<file path="src/rtl/sha2_digest_bank.sv">
// rtl/sha2_digest_bank.sv - multi-channel SHA-2 hash state bank with a single-entry digest output register
// Optional SHA-224 support is compiled in with SHA2_DIGEST_BANK_SHA224_EN.
module sha2_digest_bank #(
    parameter int NUM_CH = 4,
    parameter int CH_W   = (NUM_CH > 1) ? $clog2(NUM_CH) : 1
) (
    input  logic            clk,
    input  logic            RST,
    input  logic            init_valid_i,
    input  logic [CH_W-1:0] init_ch_i,
    input  logic            init_mode_i,
    input  logic            upd_valid_i,
    output logic            upd_ready_o,
    input  logic [CH_W-1:0] upd_ch_i,
    input  logic            upd_last_i,
    input  logic [255:0]    upd_work_i,
    output logic            dig_valid_o,
    input  logic            dig_ready_i,
    output logic [CH_W-1:0] dig_ch_o,
    output logic            dig_mode_o,
    output logic [255:0]    dig_out_o,
    output logic            err_o
);

    typedef enum logic [1:0] {
        ST_IDLE   = 2'd0,
        ST_ACTIVE = 2'd1,
        ST_DONE   = 2'd2
    } ch_state_e;

    localparam logic [255:0] IV_256 =
        256'h6a09e667_bb67ae85_3c6ef372_a54ff53a_510e527f_9b05688c_1f83d9ab_5be0cd19;

    ch_state_e       st_q [NUM_CH];
    ch_state_e       st_d [NUM_CH];
    logic [255:0]    h_q  [NUM_CH];
    logic [255:0]    h_d  [NUM_CH];

    logic            dig_valid_q, dig_valid_d;
    logic [CH_W-1:0] dig_ch_q, dig_ch_d;
    logic            dig_mode_q, dig_mode_d;
    logic [255:0]    dig_out_q, dig_out_d;
    logic            err_q, err_d;

    logic [255:0]    iv_sel;
    logic [255:0]    sel_h;
    logic [255:0]    upd_sum;
    logic [255:0]    dig_word;
    logic            sel_active;
    logic            sel_mode;
    logic            upd_fire;
    logic            upd_take;

    // Eight independent 32-bit adds; carries stay inside each word.
    function automatic logic [255:0] add_words(input logic [255:0] a, input logic [255:0] b);
        logic [255:0] r;
        for (int i = 0; i < 8; i++) begin
            r[32*i +: 32] = a[32*i +: 32] + b[32*i +: 32];
        end
        return r;
    endfunction

`ifdef SHA2_DIGEST_BANK_SHA224_EN
    localparam logic [255:0] IV_224 =
        256'hc1059ed8_367cd507_3070dd17_f70e5939_ffc00b31_68581511_64f98fa7_befa4fa4;

    logic mode_q [NUM_CH];
    logic mode_d [NUM_CH];

    always_comb begin
        sel_mode = 1'b0;
        for (int c = 0; c < NUM_CH; c++) begin
            mode_d[c] = mode_q[c];
            if (init_valid_i && init_ch_i == CH_W'(c)) begin
                mode_d[c] = init_mode_i;
            end
            if (upd_ch_i == CH_W'(c)) begin
                sel_mode = mode_q[c];
            end
        end
    end

    always_ff @(posedge clk) begin
        for (int c = 0; c < NUM_CH; c++) begin
            mode_q[c] <= RST ? 1'b0 : mode_d[c];
        end
    end

    assign iv_sel   = init_mode_i ? IV_224 : IV_256;
    // Only the emitted digest drops H7; the context keeps it for later blocks.
    assign dig_word = {upd_sum[255:32], sel_mode ? 32'h0 : upd_sum[31:0]};
`else
    logic unused_init_mode;
    assign unused_init_mode = init_mode_i;
    assign sel_mode         = 1'b0;
    assign iv_sel           = IV_256;
    assign dig_word         = upd_sum;
`endif

    assign upd_ready_o = !dig_valid_q || dig_ready_i;
    assign upd_fire    = upd_valid_i && upd_ready_o;
    // A same-cycle init on the update's channel wins and silently discards the update.
    assign upd_take    = upd_fire && !(init_valid_i && init_ch_i == upd_ch_i);
    assign upd_sum     = add_words(sel_h, upd_work_i);

    always_comb begin
        sel_h      = '0;
        sel_active = 1'b0;
        for (int c = 0; c < NUM_CH; c++) begin
            if (upd_ch_i == CH_W'(c)) begin
                sel_h      = h_q[c];
                sel_active = (st_q[c] == ST_ACTIVE);
            end
        end
    end

    always_comb begin
        for (int c = 0; c < NUM_CH; c++) begin
            st_d[c] = st_q[c];
            h_d[c]  = h_q[c];
            if (init_valid_i && init_ch_i == CH_W'(c)) begin
                st_d[c] = ST_ACTIVE;
                h_d[c]  = iv_sel;
            end else if (upd_take && sel_active && upd_ch_i == CH_W'(c)) begin
                h_d[c] = upd_sum;
                if (upd_last_i) begin
                    st_d[c] = ST_DONE;
                end
            end
        end
    end

    always_comb begin
        dig_valid_d = dig_valid_q;
        dig_ch_d    = dig_ch_q;
        dig_mode_d  = dig_mode_q;
        dig_out_d   = dig_out_q;
        err_d       = upd_take && !sel_active;
        if (upd_take && sel_active && upd_last_i) begin
            dig_valid_d = 1'b1;
            dig_ch_d    = upd_ch_i;
            dig_mode_d  = sel_mode;
            dig_out_d   = dig_word;
        end else if (dig_valid_q && dig_ready_i) begin
            dig_valid_d = 1'b0;
        end
    end

    always_ff @(posedge clk) begin
        if (RST) begin
            for (int c = 0; c < NUM_CH; c++) begin
                st_q[c] <= ST_IDLE;
                h_q[c]  <= IV_256;
            end
            dig_valid_q <= 1'b0;
            dig_ch_q    <= '0;
            dig_mode_q  <= 1'b0;
            dig_out_q   <= '0;
            err_q       <= 1'b0;
        end else begin
            for (int c = 0; c < NUM_CH; c++) begin
                st_q[c] <= st_d[c];
                h_q[c]  <= h_d[c];
            end
            dig_valid_q <= dig_valid_d;
            dig_ch_q    <= dig_ch_d;
            dig_mode_q  <= dig_mode_d;
            dig_out_q   <= dig_out_d;
            err_q       <= err_d;
        end
    end

    assign dig_valid_o = dig_valid_q;
    assign dig_ch_o    = dig_ch_q;
    assign dig_mode_o  = dig_mode_q;
    assign dig_out_o   = dig_out_q;
    assign err_o       = err_q;

endmodule

</file>
<file path="config.mk">
export PLATFORM = sky130hd
export DESIGN_NAME = sha2_digest_bank
export DESIGN_NICKNAME = d
export VERILOG_FILES = /design/src/rtl/sha2_digest_bank.sv
export SDC_FILE = /design/constraint.sdc
export NUM_CORES = 2
export LEC_CHECK = 0
export ABC_AREA = 1
export BUFFER_PORTS_ARGS = -buffer_cell sky130_fd_sc_hd__buf_2
export CORE_MARGIN = 1.5
export CORE_UTILIZATION = 55
export CTS_BUF_LIST = sky130_fd_sc_hd__clkbuf_2
export DETAILED_ROUTE_END_ITERATION = 8
export PLACE_DENSITY = 0.79
export SYNTH_ARGS = -nofsm -noshare
export SYNTH_HDL_FRONTEND = slang
export SYNTH_SLANG_ARGS = --single-unit
</file>
<file path="constraint.sdc">
create_clock -name clk -period 8.88 [get_ports clk]
set_input_delay 0.444 -clock clk [delete_from_list [all_inputs] [get_ports clk]]
set_output_delay 0.444 -clock clk [all_outputs]
set_load 0.02 [all_outputs]
</file>
==> key figures <==
Setup path
  • End of the worst register-to-register path: h_q[3][27]
  • Crit path launch: upd_ch_i[0]
  • Crit path buf inv count: 13
  • Crit-path slowest cell: buf_4
  • CP Capture Type: flip-flop
  • Critical path data arrival time: 10.35 ns
  • Worst R2R Start: h_q[1][16]
  • Crit path largest cell delay: roughly 0.90 ns
  • Path depth of the worst reg2reg path: 22
  • CP top delay family: buffers and inverters
  • WP data required: ~11 ns
  • Critical path peak fanout: 75
  • Crit-path most repeated cell: dlygate4sd3_1
  • Startpoint types: input pin
  • CP Class: input pin to flip-flop
  • R2r setup slk: around 2.1 ns

Logic synthesis
  • Asr flop ratio synth: 0
  • Sequential fraction of the synthesis area: 0.356
  • Seq cells post-synth: 1,292
  • Mapped Avg Cell Area: ~6.5 um^2
  • Cell taking the most area after synthesis: dfxtp_1
  • Synth cell types: 43
  • Mapped Area: between 0.07 and 0.08 mm^2
  • Post-synthesis net count: around 12k
  • Cell count after synthesis: 11.2k
  • Post-synth top flop: dfxtp_1
  • Synth area leaders: dfxtp_1 36%, nand2_1 16%, inv_1 8.7%
  • Number of synthesized flops with an enable pin: 0
  • Synth top area share: 0.356
  • Synth warn: 0

Drt
  • DRT Pass-1 Iters: 9
  • Initial drt markers: just under 9k
  • # DRC: 2
  • Routed len/inst: between 15 and 20 um
  • Antenna Nets Post-Route: 0
  • WL final: ~280 mm
  • Routed vias: around 84k
  • Vias per cell: around 5.7

Final layout
  • Area Overhead vs Synth: 23.8%
  • Commonest cells after routing, fill and taps aside: 3,146 x nand2_1, 1,678 x inv_1, 1,292 x dfxtp_1
  • Multi-input logic area: 0.0379 mm^2
  • Fraction of layout cells with a size suffix above 1: 0.0888
  • Most common cell after layout, fill and taps aside: nand2_1
  • Final net count: 13.2k
  • Fillers: 11.2k
  • Reg area: ~0.026 mm^2

Pwr
  • Leakage power: roughly 45 nW
  • Pwr Density: 151 mW/mm^2
  • Peak VDD IR: 0.138 mV

GRT
  • Gr usage total: 0.402
  • First-pass GRT wire length: ~430 mm
  • Met3 GRT Util: 0.0888
  • Overflow after GRT: 0
  • Most Crowded Layer GR: met2
  • Met2 Usage GRT: 0.651
  • Initial antenna violation count: 7
  • Largest net degree at the start of global routing: between 150 and 200
  • Met1 usage: 0.488
  • Vias in the first global route: 81.7k

Die
  • Die W: 366 um
  • Initial Util: 0.553
  • Total core area: roughly 0.13 mm^2
  • Total die area: 0.134 mm^2
  • # IOs: ~530
  • Cell Rows: approximately 130
  • DIE HEIGHT: around 370 um

STA
  • Clock skew: between 0.15 and 0.2 ns
  • Worst Tran Pin Value: around 1.4 ns
  • Setup WS post-layout: about 0.26 ns
  • Unrepaired setup endpoints after global routing: false
  • Fmax achieved: about 120 MHz
  • Hold Vio Cnt, Final: 0
  • Max-slew violation count: 0
  • Fin crit share: 0.971
  • Slew margin rel.: 0.0895
  • Setup TNS: 0 ns
  • Period minus WS final: around 8.6 ns
  • Final setup fails: 0

Run
  • Max_cap viols: 0

Clock tree
  • # resized after CTS: 0
  • Clock sinks: 1,292
  • Worst skew pair latency: about 1.9 ns
  • H-tree depth: 5
  • Worst-path clk slew: around 0.11 ns
  • Maximum root-to-sink buffer count: 4
  • Root Buffer Master: clkbuf_2
  • Total CTS buffers: 350
  • CTS tree: done

Place
  • GPL Wtd Cong: roughly 1.0
  • Dpl hpwl: ~160 mm
  • Place WS: 3.24 ns
  • Buffers on Ports: ~530

Worst hold path
  • Hold path start: upd_work_i[174]
  • Hold endpoint: dig_out_o[177]
  • Hold WC Path Type: input pin to flip-flop
  • Hold path cells: 10

Status
  • Outcome: finished with violations
  • Failing checks: design-rule violations
[kinds of logic (layout without fill, tap and decap cells)]
| logic type | Yosys count | after routing | synth area share |
|---|---|---|---|
| simple gates | 4740 | 4740 | 0.267 |
| compound gates | 2486 | 2486 | 0.192 |
| buf+inv | 2253 | 3990 | 0.123 |
| flops | 1292 | 1292 | 0.356 |
| fa+ha+maj | 280 | 280 | 0.0491 |
| xor+xnor | 111 | 111 | 0.0134 |
| other cells | 1 | 8 | 0.0000516 |
[tightest hold or removal path, stage by stage]
cell and delay [ns]:
dlygate4sd3_1 0.53, buf_2 0.11, ha_1 0.23, nand2_1 0.08, nor2_1 0.08, nand3_1 0.13, nand3_1 0.08, nand3_1 0.09
nand2_1 0.05, inv_1 0.04
[synthesized netlist by cell type (22+ instances only)]
cell type / instances
o21a_1: 265
o211ai_1: 58
o21ai_1: 151
dfxtp_1: 1292
inv_1: 1681
buf_1: 45
nor3_1: 52
xnor2_1: 70
a21oi_1: 970
and2_1: 22
nor2_1: 485
o22ai_1: 153
buf_2: 186
o21ai_0: 752
nand3_1: 954
o221ai_1: 40
nand2_1: 3148
nand4_1: 35
xor2_1: 41
nand3b_1: 22
ha_1: 272
clkbuf_1: 272
a221oi_1: 71
buf_4: 45
[state kept, by name, indices dropped and copies added (netlist names)]
register,cells
h_q,1024
err_o,1
dig_ch_o,2
dig_out_o,256
st_q,8
dig_valid_o,1
[per-stage QoR]
stage / utilization / hold WS [ns] / cell area, um^2 / power (mW) / instances
6_report: 0.685 / 0.162 / 89900 / 13.6 / 14700
5_1_grt: 0.685 / 0.175 / 89900 / 14.2 / 14700
4_1_cts: 0.685 / 0.00621 / 89900 / 13.4 / 14700
3_5_place_dp: 0.576 / 0.437 / 75600 / 8.76 / 12900
3_3_place_gp: 0.576 / 0.432 / 75600 / 8.73 / 12900
2_1_floorplan: - / 0.424 / 72600 / 7.88 / 11200
[where the power goes]
group	total [mW]	internal (mW)	leakage, nW	switching, mW
clock	4.25	1.65	2.31	2.60
combinational	3.43	1.22	31.8	2.21
sequential	5.92	5.88	10.4	0.0469
total	13.6	8.75	44.5	4.85
[what timing repair did]
item	CTS	global route
hold buffers	1137	0
endpoints found under the hold margin	1292	0
setup buffers	0	0
[worst max path at each step]
stage                     endpoint  slack [ns]  depth (start not counted)
floorplan            dig_out_o[48]        5.47                         22
global placement    dig_out_o[172]        3.32                         18
detailed placement  dig_out_o[172]        3.24                         18
CTS                     h_q[3][27]        0.84                         27
global route            h_q[3][27]        0.20                         27
finish                  h_q[3][27]        0.26                         27
[routing by layer]
layer,part of all wire,wire length (um),vias to the layer above
met1,0.38,107000,38100
met3,0.11,31500,1298
met5,0.000046,13,-
met2,0.44,124000,5094
met4,0.061,17200,2
li1,-,-,39200
[final cells by class]
cell class                      count  area share
Timing Repair Buffer             1719       0.162
Clock inverter                     71     0.00472
Clock buffer                      507      0.0282
Inverter                         1693      0.0714
Antenna cell                        7    0.000195
Tap cell                         1755      0.0244
Sequential cell                  1292       0.288
Multi-Input combinational cell   7618       0.421
Note: power is estimated with default switching activity, not from simulation.
